`src/rtl/sop_pkg.sv`:
```
// Shared types and constants for the sum-of-products sweep controller.
package sop_pkg;

  localparam int VEC_W   = 4;
  localparam int TABLE_W = 16;

  // Reference truth table: r = 1 for abcd minterms 2, 4, 7, 11, 12.
  localparam logic [TABLE_W-1:0] SOP_GOLDEN = 16'h1894;
  localparam logic [VEC_W-1:0]   LAST_VEC   = 4'hF;

  typedef enum logic [1:0] {
    ST_IDLE,
    ST_SETTLE,
    ST_SAMPLE,
    ST_DONE
  } state_t;

endpackage

```
`src/rtl/sop_settle_timer.sv`:
```
// Settle counter: counts while i_inc is high and flags the last settle cycle.
// It wraps to zero on that cycle, so it is already at zero for the next vector.
module sop_settle_timer #(
  parameter int SETTLE_CYCLES = 1
) (
  input  logic clk,
  input  logic reset,
  input  logic i_clr,
  input  logic i_inc,
  output logic o_term
);

  logic [3:0] r_cnt;

  assign o_term = (r_cnt == 4'(SETTLE_CYCLES - 1));

  always_ff @(posedge clk or posedge reset) begin
    if (reset) begin
      r_cnt <= 4'd0;
    end else if (i_clr) begin
      r_cnt <= 4'd0;
    end else if (i_inc) begin
      r_cnt <= o_term ? 4'd0 : r_cnt + 4'd1;
    end
  end

endmodule

```
`src/rtl/sop_sweep_ctrl.sv`:
```
// Self-test sequencer: walks all 16 abcd vectors through the external SoP datapath,
// captures r into a truth table and compares it with the golden mask.
module sop_sweep_ctrl
  import sop_pkg::*;
#(
  parameter int                 SETTLE_CYCLES = 1,
  parameter logic [TABLE_W-1:0] EXPECTED      = SOP_GOLDEN
) (
  input  logic               clk,
  input  logic               reset,
  input  logic               i_start,
  input  logic               i_abort,
  input  logic               i_r,
  output logic               o_a,
  output logic               o_b,
  output logic               o_c,
  output logic               o_d,
  output logic               o_busy,
  output logic               o_done,
  output logic               o_valid,
  output logic               o_match,
  output logic [TABLE_W-1:0] o_table
);

  state_t             r_state;
  state_t             w_state_nxt;
  logic [VEC_W-1:0]   r_idx;
  logic [VEC_W-1:0]   w_idx_nxt;
  logic [VEC_W-1:0]   r_vec;
  logic [TABLE_W-1:0] r_table;
  logic               r_busy;
  logic               r_done;
  logic               r_valid;
  logic               r_match;
  logic               w_term;
  logic               w_accept;
  logic               w_capture;
  logic               w_drive_vec;

  assign w_accept    = (r_state == ST_IDLE) && i_start;
  assign w_capture   = (r_state == ST_SAMPLE) && !i_abort;
  assign w_drive_vec = (w_state_nxt == ST_SETTLE) || (w_state_nxt == ST_SAMPLE);

  sop_settle_timer #(
    .SETTLE_CYCLES(SETTLE_CYCLES)
  ) u_timer (
    .clk   (clk),
    .reset (reset),
    .i_clr ((r_state != ST_SETTLE) || i_abort),
    .i_inc ((r_state == ST_SETTLE) && !i_abort),
    .o_term(w_term)
  );

  always_comb begin
    w_state_nxt = r_state;
    w_idx_nxt   = r_idx;
    case (r_state)
      ST_IDLE: begin
        if (i_start) begin
          w_state_nxt = ST_SETTLE;
          w_idx_nxt   = '0;
        end
      end
      ST_SETTLE: begin
        if (i_abort)     w_state_nxt = ST_IDLE;
        else if (w_term) w_state_nxt = ST_SAMPLE;
      end
      ST_SAMPLE: begin
        // The last vector ends the sweep instead of wrapping idx back to 0.
        if (i_abort) begin
          w_state_nxt = ST_IDLE;
        end else if (r_idx == LAST_VEC) begin
          w_state_nxt = ST_DONE;
        end else begin
          w_state_nxt = ST_SETTLE;
          w_idx_nxt   = r_idx + 4'd1;
        end
      end
      ST_DONE: w_state_nxt = ST_IDLE;
      default: w_state_nxt = ST_IDLE;
    endcase
  end

  always_ff @(posedge clk or posedge reset) begin
    if (reset) begin
      r_state <= ST_IDLE;
      r_idx   <= '0;
      r_vec   <= '0;
      r_busy  <= 1'b0;
      r_done  <= 1'b0;
    end else begin
      r_state <= w_state_nxt;
      r_idx   <= w_idx_nxt;
      r_vec   <= w_drive_vec ? w_idx_nxt : '0;
      r_busy  <= (w_state_nxt != ST_IDLE);
      r_done  <= (r_state == ST_DONE);
    end
  end

  // Capture happens on the SAMPLE edge, so the table is complete by DONE.
  always_ff @(posedge clk or posedge reset) begin
    if (reset) begin
      r_table <= '0;
      r_valid <= 1'b0;
      r_match <= 1'b0;
    end else if (w_accept) begin
      r_table <= '0;
      r_valid <= 1'b0;
      r_match <= 1'b0;
    end else if (w_capture) begin
      r_table[r_idx] <= i_r;
    end else if (r_state == ST_DONE) begin
      r_valid <= 1'b1;
      r_match <= (r_table == EXPECTED);
    end
  end

  assign {o_a, o_b, o_c, o_d} = r_vec;
  assign o_busy  = r_busy;
  assign o_done  = r_done;
  assign o_valid = r_valid;
  assign o_match = r_match;
  assign o_table = r_table;

endmodule

```
`config.mk`:
```
export PLATFORM = sky130hd
export DESIGN_NAME = sop_sweep_ctrl
export DESIGN_NICKNAME = d
export VERILOG_FILES = /design/src/rtl/sop_pkg.sv /design/src/rtl/sop_settle_timer.sv /design/src/rtl/sop_sweep_ctrl.sv
export SDC_FILE = /design/constraint.sdc
export NUM_CORES = 1
export LEC_CHECK = 0
export BUFFER_PORTS_ARGS = -buffer_cell sky130_fd_sc_hd__clkbuf_2
export CAP_MARGIN = 5
export CORE_ASPECT_RATIO = 0.8
export CORE_MARGIN = 2
export CORE_UTILIZATION = 50
export DETAILED_ROUTE_END_ITERATION = 6
export GPL_TIMING_DRIVEN = 0
export PLACE_DENSITY = 0.77
export SLEW_MARGIN = 5
export SYNTH_ARGS = -nofsm -noshare
export SYNTH_HDL_FRONTEND = slang
export SYNTH_HIERARCHICAL = 1
export SYNTH_SLANG_ARGS = --single-unit
```
`constraint.sdc`:
```
create_clock -name clk -period 1.87 [get_ports clk]
set_input_delay 0.2805 -clock clk [delete_from_list [all_inputs] [get_ports clk]]
set_output_delay 0.2805 -clock clk [all_outputs]
set_load 0.01 [all_outputs]
```
* Word-level counts from Yosys, hierarchy flattened *
Cells that the tools add are included.

storage, ports and cells
  register bits after elaboration = 34
  input bits = 5
  output and inout bits = 24
  logic and storage cells = 61

cells by class
  add/subtract/negate cells = 2
  order comparisons = 2
  equal/unequal tests = 9
  muxes and demuxes = 25
  reduce and logical (&&, ||, !) cells = 14

operators by type and width
  cell                                                               number
  two-way mux 16 bit                                                 2
  two-way mux 4 bit                                                  7
  bitwise mux 16 bit                                                 1
  equality test 16 x 13 -> 1 bit, second input constant              1
  two-way mux 2 bit                                                  5
  adder 4 x 1 -> 4 bit, second input constant                        2
  case mux 2 bit (4 select lines)                                    1
  case mux 4 bit (2 select lines)                                    1
  nonzero test 2 bit                                                 4
  two-way mux 1 bit                                                  7
  equality test 2 bit, second input constant                         3
  less-than comparator 4 x 5 -> 1 bit, second input constant         1
  demux 1 bit (select 4 bit)                                         1
  equality test 2 x 1 -> 1 bit, second input constant                2
  equality test 4 bit, second input constant                         1
  greater-or-equal comparator 4 x 1 -> 1 bit, second input constant  1
  logical AND 1 bit                                                  4
  logical NOT 4 bit                                                  1
  logical NOT 2 bit                                                  1
  logical OR 1 bit                                                   2
  != test 2 x 1 -> 1 bit, second input constant                      1
  != test 2 bit, second input constant                               1
  AND reduction 2 bit                                                1
  logical NOT 1 bit                                                  1

* Depth between registers and ports, before layout *
Gate-level depths: netlist of the first run.

  word-level depth = 7
  mapped depth = 8
  gate-level depth less buffers = 8

* Modules after synthesis *
The synthesis of the first run kept the hierarchy.

by module, submodules not included
  module            times used  cells an instance  area an instance (µm²)
  sop_sweep_ctrl    1           148                1532.7
  sop_settle_timer  1           24                 244.0

* Worst setup path after synthesis of the first run *
No wires, ideal clock.

  kind = reg-to-reg
  start = register r_idx[0]
  end = register r_vec[3]
  library setup time = 0.101 ns
  arrival time = 1.687 ns
  data required time = 1.769 ns
  slack = 0.082 ns
  stages on the path, launching flop included = 8
  buffers on the path = 0
  clock period less this slack = 1.788 ns
  cells stage by stage = dfrtp_1 ha_1 and4bb_1 and3_1 a21oi_1 ha_1 inv_1 nor4_1

on the way
  cells in the longest elaborated chain, start to end = 7
  elaborated cells on any way between the ends = 12
  classes of those cells = add/sub (1); eq/ne (3); mux (7); reduce/logical (1)

RTL lines
  element                                                              RTL line              source
  start: declaration                                                   sop_sweep_ctrl.sv:27  logic [VEC_W-1:0] r_idx;
  start signal: assignment                                             sop_sweep_ctrl.sv:93  r_idx <= w_idx_nxt;
  equality test 4 bit                                                  sop_sweep_ctrl.sv:72  end else if (r_idx == LAST_VEC) begin
  two-way mux 2 bit                                                    sop_sweep_ctrl.sv:72
  two-way mux 2 bit                                                    sop_sweep_ctrl.sv:70  if (i_abort) begin
  case mux 2 bit (4 select lines)                                      sop_sweep_ctrl.sv:57  case (r_state)
  equality test 2 x 1 -> 1 bit or equality test 2 bit (tied branches)  sop_sweep_ctrl.sv:42  assign w_drive_vec = (w_state_nxt == ST_SETTLE) || (w_state_nxt == ST_SAMPLE);
  logical OR 1 bit                                                     sop_sweep_ctrl.sv:42
  two-way mux 4 bit *                                                  sop_sweep_ctrl.sv:94  r_vec <= w_drive_vec ? w_idx_nxt : '0;
  end signal: assignment                                               sop_sweep_ctrl.sv:94
  end: declaration                                                     sop_sweep_ctrl.sv:29  logic [VEC_W-1:0] r_vec;

Mark *: on every way between the ends. The rest lies on a longest branch, timed or not.
A chain may end at the register's enable or synchronous reset.

* Worst setup path after layout of the first run *
  start = register r_idx[1]
  end = register r_vec[1]

The elaborated chain is that of the path after synthesis.

==> results.json, run 1 <==
{
  "coreArea_um2": 3420,
  "die_y_um": 57.3,
  "synth_top_family_by_area": "simple AND/OR/NAND/NOR gates",
  "insertion_delay_ns": 0.29,
  "synth-simple-area-share_pct": 25.8,
  "maxCapViolCount": 0,
  "drv_slew": 0,
  "final_core_util_pct": 63.2,
  "synth_compound_area_share_pct": 6.34,
  "drive_gt1_share_pct": 30.7,
  "netlist_area_um2": 1780,
  "design_power_total_mw": 1.51,
  "synth_area_leader_cell": "dfrtp_1",
  "drt_iter0_drc": 105,
  "synth_area_per_cell_um2": 10.3,
  "worstPathRequired_ns": 2.04,
  "drt_pass1_iterations": 5,
  "synthTopCellsByArea": "dfrtp_1, mux2i_1, nand2_1",
  "yosys_register_bits": 34,
  "initial_core_util_pct": 51.9,
  "worstSetupPathType": "reg -> reg",
  "yosysWarnings": 6,
  "placed_area_um2": 1970,
  "clk_pin_slew_ns": 0.06,
  "p_per_area_nw_per_um2": 700,
  "period_minus_slack_ns": 1.81,
  "finalWirelength_um": 3850,
  "synth_edf_count": 0,
  "synth_xor_xnor_area_share_pct": 0,
  "synth_cell_types": 35,
  "cts_root_buf": "clkbuf_8",
  "port_buffers": 28,
  "clock_skew_ns": 0.00301,
  "drc_errors": 0,
  "die_area_um2": 4050,
  "async_flop_share_pct": 100,
  "grt_pass1_wl_um": 6320,
  "synth_common_cells": "dfrtp_1, nand2_1, mux2i_1, inv_1",
  "placementRows": 19,
  "cp-end-kind": "flop",
  "grt_max_degree": 31,
  "die_w_um": 70.6,
  "globalplace.congestion": 0.812,
  "viasPerCell": 5.53,
  "setup_viol": 0,
  "max_freq_mhz": 553,
  "path_max_fanout": 5,
  "hold_violations": 0,
  "num_vias": 1420,
  "ios": 29,
  "syn2layout_area_growth_pct": 21.8,
  "vdd_drop_max_mv": 0.389,
  "stdcell_area_um2": 2160,
  "grt_pass1_vias": 1295,
  "routedWlPerCell_um": 15.0,
  "synthMuxAreaShare_pct": 10.2,
  "cts_made_buffers": 5,
  "grt_antenna_before_repair": 0,
  "status": "completed",
  "clock_path_buffers": 2,
  "grt_overflow_total": 0,
  "fin_crit_sh_pct": 96.7,
  "syn_inst": 172,
  "hpwl_um": 2610,
  "synth_top_area_share_pct": 47.9,
  "yosys.area_share.adder_pct": 4.93,
  "tightest_slew_ns": 0.671,
  "antenna_left": 0,
  "synth-seq-area-share_pct": 47.9,
  "clock_sinks": 34,
  "critPathLaunchType": "flop",
  "synth_nets": 184,
  "power.leakage_nw": 1.12,
  "antenna_cells": 0,
  "arrival_ns": 1.98,
  "h-tree-depth": 2,
  "cts_tree": "done",
  "synthFlopType": "dfrtp_1",
  "min_path_type": "in -> reg",
  "nFillCells": 307,
  "grt_util_all_layers_pct": 20.6,
  "fin_nets": 227,
  "slew_headroom_pct": 55.2,
  "yosysMostFrequentCell": "dfrtp_1"
}
## layout by cell type (no fill, tap or decap), types with 2 or more instances in the layout
cell type / synthesis / layout
nand2_1: 33 / 33
dfrtp_1: 34 / 33
clkbuf_2: 0 / 28
mux2i_1: 17 / 17
inv_1: 10 / 8
nand3_1: 7 / 7
buf_4: 0 / 7
nor2b_1: 6 / 6
buf_2: 5 / 5
nand2b_1: 5 / 5
a21oi_1: 5 / 5
ha_1: 7 / 5
clkbuf_8: 0 / 5
nor2_1: 5 / 4
and4bb_1: 4 / 3
o21a_1: 3 / 3
or3b_1: 2 / 2
buf_6: 2 / 2
and4bb_2: 1 / 2
o21ai_1: 2 / 2
o211ai_2: 2 / 2
nor4_1: 3 / 2
nor4bb_1: 2 / 2
nand4_1: 2 / 2
clkbuf_1: 0 / 2
## area by class of cell
type | count | area [um2] | area share [%]
timing repair buffer | 36 | 203 | 9.37
clock buffer | 7 | 76.3 | 3.53
tap | 42 | 52.6 | 2.43
multi-input combinational | 121 | 891 | 41.2
inverter | 10 | 41.3 | 1.91
buffer | 7 | 47.5 | 2.20
sequential | 34 | 852 | 39.4
## metal layers
metal | vias up | routed length [um] | global-route usage (%)
li1 | 678 | - | -
met1 | 702 | 1930 | 30.8
met2 | 33 | 1690 | 28.3
met3 | 7 | 159 | 5.30
met4 | 0 | 70 | 9.43
met5 | - | 0 | 0
## worst max-delay path: stages, from the launching register on
cell and delay (ns):
dfrtp_2 0.44, ha_4 0.19, and4bb_2 0.23, and3_4 0.20
a21oi_1 0.13, ha_1 0.25, inv_2 0.11, buf_4 0.12
a21oi_1 0.03
## metrics by stage
stage               worst slack [ns]  instances  TNS, ns  hold WS [ns]
CTS                           0.0163        255        0         0.344
finish                        0.0614        257        0         0.353
global placement              -0.197        242   -0.449         0.154
floorplan                     0.0824        172        0        0.0466
global route                 -0.0314        257  -0.0551         0.365
detailed placement            -0.242        242   -0.689         0.163
## power by group
group	internal, mW	total (mW)	leakage, nW	switching (mW)
clock	0.256	0.499	0.0383	0.244
sequential	0.760	0.777	0.468	0.0165
combinational	0.0940	0.238	0.611	0.144
## final timing paths
kind                                      from                            to  slack [ns]  depth (start not counted)
hold reg to reg            o_valid$_DFFE_PP0P_           o_valid$_DFFE_PP0P_        0.49                          1
setup reg to reg            r_idx[1]$_DFF_PP0_            r_vec[1]$_DFF_PP0_        0.06                          8
hold / removal                             i_r        o_table[7]$_DFFE_PP0P_        0.35                          3
max in group asynchronous                reset            r_idx[1]$_DFF_PP0_        0.78                          3
setup / recovery            r_idx[1]$_DFF_PP0_            r_vec[1]$_DFF_PP0_        0.06                          8
min in group asynchronous                reset  u_timer/r_cnt[2]$_DFFE_PP0P_        0.47                          3
## repair_timing
action / 4_1_cts / 5_1_grt
hold buffers: 1 / 0
resized for setup: 9 / 5
pin swaps: 0 / 5
setup buffers: 5 / 2
hold endpoints to repair: 4 / 0
endpoints found under the setup margin: 5 / 4
## cell families (layout without fill, tap and decap cells)
kind of cell | count (synthesis) | after routing
mux | 18 | 18
compound gates | 16 | 16
flops | 34 | 34
buf+inv | 17 | 60
fa+ha+maj | 7 | 7
simple gates | 80 | 80
## sequential cells by signal, summed over array words and instances (netlist names)
register	flops
o_valid	1
r_idx	4
o_done	1
u_timer/r_cnt	4
o_busy	1
o_table	16
o_match	1
r_vec	4
r_state	2
No activity file was read; power rests on OpenSTA's default activity.
==> run 2: changes to the inputs <==
--- a/config.mk
+++ b/config.mk
@@ -7,12 +7,15 @@
 export LEC_CHECK = 0
 export BUFFER_PORTS_ARGS = -buffer_cell sky130_fd_sc_hd__clkbuf_2
 export CAP_MARGIN = 5
+export CELL_PAD_IN_SITES_DETAIL_PLACEMENT = 0
+export CELL_PAD_IN_SITES_GLOBAL_PLACEMENT = 1
 export CORE_ASPECT_RATIO = 0.8
-export CORE_MARGIN = 2
-export CORE_UTILIZATION = 50
+export CORE_MARGIN = 5
+export CORE_UTILIZATION = 39
 export DETAILED_ROUTE_END_ITERATION = 6
 export GPL_TIMING_DRIVEN = 0
 export PLACE_DENSITY = 0.77
+export RECOVER_POWER = 100
 export SLEW_MARGIN = 5
 export SYNTH_ARGS = -nofsm -noshare
 export SYNTH_HDL_FRONTEND = slang
==> run 2 against run 1 <==
  * Wire length is 1.1% higher
  * Cell area down 2.6%
  * Final cell count rose by 6.6%
  * First-iteration DRC count decreased by 23%
  * Hold slack got worse by 0.020 ns
  * Power shrank 1.7%
  * Die area increased by 49%
  * Critical endpoint is now r_vec[2]$_DFF_PP0_
  * Largest power group unchanged
  * Highest routed layer unchanged
==> results.json, run 2 (synthesis gave the netlist of run 1 again) <==
{
  "clock_skew_ns": 0.00487,
  "worstSetupPathType": "reg -> reg",
  "drive_gt1_share_pct": 15.0,
  "port_buffers": 28,
  "slowest_stage": "dfrtp_1",
  "finalWorstSetupSlack_ns": 0.123,
  "clock_path_buffers": 2,
  "cp-end-kind": "flop",
  "critPathLaunchType": "flop",
  "nFillCells": 452,
  "grt_pass1_vias": 1405,
  "antenna_cells": 0,
  "ios": 29,
  "drv_slew": 0,
  "vdd_drop_max_mv": 0.299,
  "final_cell_mix": "nand2_1, dfrtp_1, clkbuf_1",
  "cts_made_buffers": 5,
  "max_freq_mhz": 572,
  "antenna_left": 0,
  "cts_root_buf": "clkbuf_8",
  "tightest_slew_ns": 1.07,
  "drt_iter0_drc": 81,
  "coreArea_um2": 4490,
  "design_power_total_mw": 1.49,
  "fin_crit_sh_pct": 93.4,
  "reg2reg_depth": 8,
  "status": "completed",
  "die_w_um": 85.5,
  "drc_errors": 0,
  "grt_antenna_before_repair": 0,
  "crit_end": "r_vec[2]$_DFF_PP0_",
  "crit_chain": "inv_1 -> ha_1 -> nor3b_4 -> o21a_1 -> o21a_1 -> ha_1 -> inv_2 -> a211oi_1",
  "finalWirelength_um": 3890,
  "rsz0062_at_grt": "no",
  "timing.rr.start": "u_timer/r_cnt[0]$_DFFE_PP0P_",
  "drt_pass1_iterations": 4,
  "h-tree-depth": 2,
  "cts_tree": "done",
  "reg2reg_to": "r_vec[2]$_DFF_PP0_",
  "globalplace.congestion": 0.752,
  "slowest_delay_ns": 0.35,
  "fin_nets": 226,
  "largest_reg_flops": 16,
  "power.leakage_nw": 1.01,
  "hpwl_um": 2800,
  "grt_overflow_total": 0,
  "die_area_um2": 6010,
  "routedWlPerCell_um": 14.2,
  "num_vias": 1358,
  "arrival_ns": 1.94,
  "grt_pass1_wl_um": 6840,
  "insertion_delay_ns": 0.28,
  "grt_util_all_layers_pct": 14.5,
  "grt_max_degree": 31,
  "slew_headroom_pct": 28.4,
  "hold_violations": 0,
  "mostFrequentLayoutCell": "nand2_1",
  "clock_sinks": 34,
  "p_per_area_nw_per_um2": 707,
  "layout.cells.non_filler": 274,
  "min_path_type": "in -> reg",
  "initial_core_util_pct": 39.6,
  "reg2reg_slack_ns": 0.12,
  "clk_pin_slew_ns": 0.07,
  "fin_hold_ws_ns": 0.333,
  "placementRows": 22,
  "worstPathRequired_ns": 2.06,
  "die_y_um": 70.4,
  "viasPerCell": 4.96,
  "maxCapViolCount": 0,
  "placed_cells": 260,
  "worstSetupStartpoint": "u_timer/r_cnt[0]$_DFFE_PP0P_",
  "syn2layout_area_growth_pct": 18.6,
  "setup_viol": 0,
  "place_ws_ns": -0.251,
  "path_max_fanout": 4,
  "period_minus_slack_ns": 1.75
}
==> run 2: changes by cell type in the layout (fill, tap and decap cells not counted), moves of 2 or more <==
cell,change
buf_2,-3
buf_4,-2
clkbuf_1,+28
clkbuf_2,-25
==> run 2: where the power goes <==
group	switching [mW]	internal, mW	total [mW]	leakage (nW)
clock	0.245	0.256	0.501	0.0383
sequential	0.0137	0.761	0.775	0.467
combinational	0.136	0.0773	0.213	0.505
==> run 2: how the worst min path moves through the flow <==
| stage | cells past startpoint | slack (ns) | from | end |
|---|---|---|---|---|
| floorplan | 1 | 0.05 | reset | u_timer/r_cnt[0]$_DFFE_PP0P_ |
| finish | 3 | 0.33 | i_r | o_table[7]$_DFFE_PP0P_ |
| CTS | 3 | 0.33 | i_r | o_table[7]$_DFFE_PP0P_ |
| detailed placement | 2 | 0.17 | reset | u_timer/r_cnt[3]$_DFFE_PP0P_ |
| global placement | 2 | 0.17 | reset | u_timer/r_cnt[3]$_DFFE_PP0P_ |
| global route | 3 | 0.35 | i_r | o_table[7]$_DFFE_PP0P_ |
==> run 2: final cells by class <==
class	instances	area, um2	share of cell area, %
buffer	7	43.8	2.08
clock buffer	7	76.3	3.62
inverter	10	37.5	1.78
multi-input combinational	121	861	40.9
sequential	34	853	40.5
tap	60	75.1	3.56
timing repair buffer	35	160	7.60
==> run 2: metal layers <==
layer | share of wire, % | routed length, um | global-route usage [%]
met5 | 0 | 0 | 0
met4 | 1.8 | 70 | 5.27
met3 | 5.2 | 203 | 4.36
met2 | 41 | 1580 | 20.2
met1 | 52 | 2030 | 20.9
==> run 2: timing repair <==
| action | 4_1_cts | 5_1_grt |
|---|---|---|
| endpoints found under the setup margin | 5 | 4 |
| hold buffers | 1 | 0 |
| buffers inserted | 5 | 1 |
| resized for setup | 8 | 2 |
| pin swaps | 1 | 0 |
| endpoints found under the hold margin | 4 | 0 |
==> run 2: per-stage QoR <==
| step | utilization, % | TNS [ns] | area, um2 |
|---|---|---|---|
| after floorplan | - | 0 | 1780 |
| after global placement | 44.4 | -0.674 | 1990 |
| after detailed placement | 44.4 | -0.610 | 1990 |
| after CTS | 47.7 | 0 | 2140 |
| after global routing | 47.0 | 0 | 2110 |
| final | 47.0 | 0 | 2110 |
==> run 2: worst max-delay path, delay by kind of cell (launching register included) <==
family / cells / cell delay, ns
compound gates: 3 / 0.55
fa+ha+maj: 2 / 0.48
flops: 1 / 0.35
simple gates: 1 / 0.17
buf+inv: 2 / 0.11
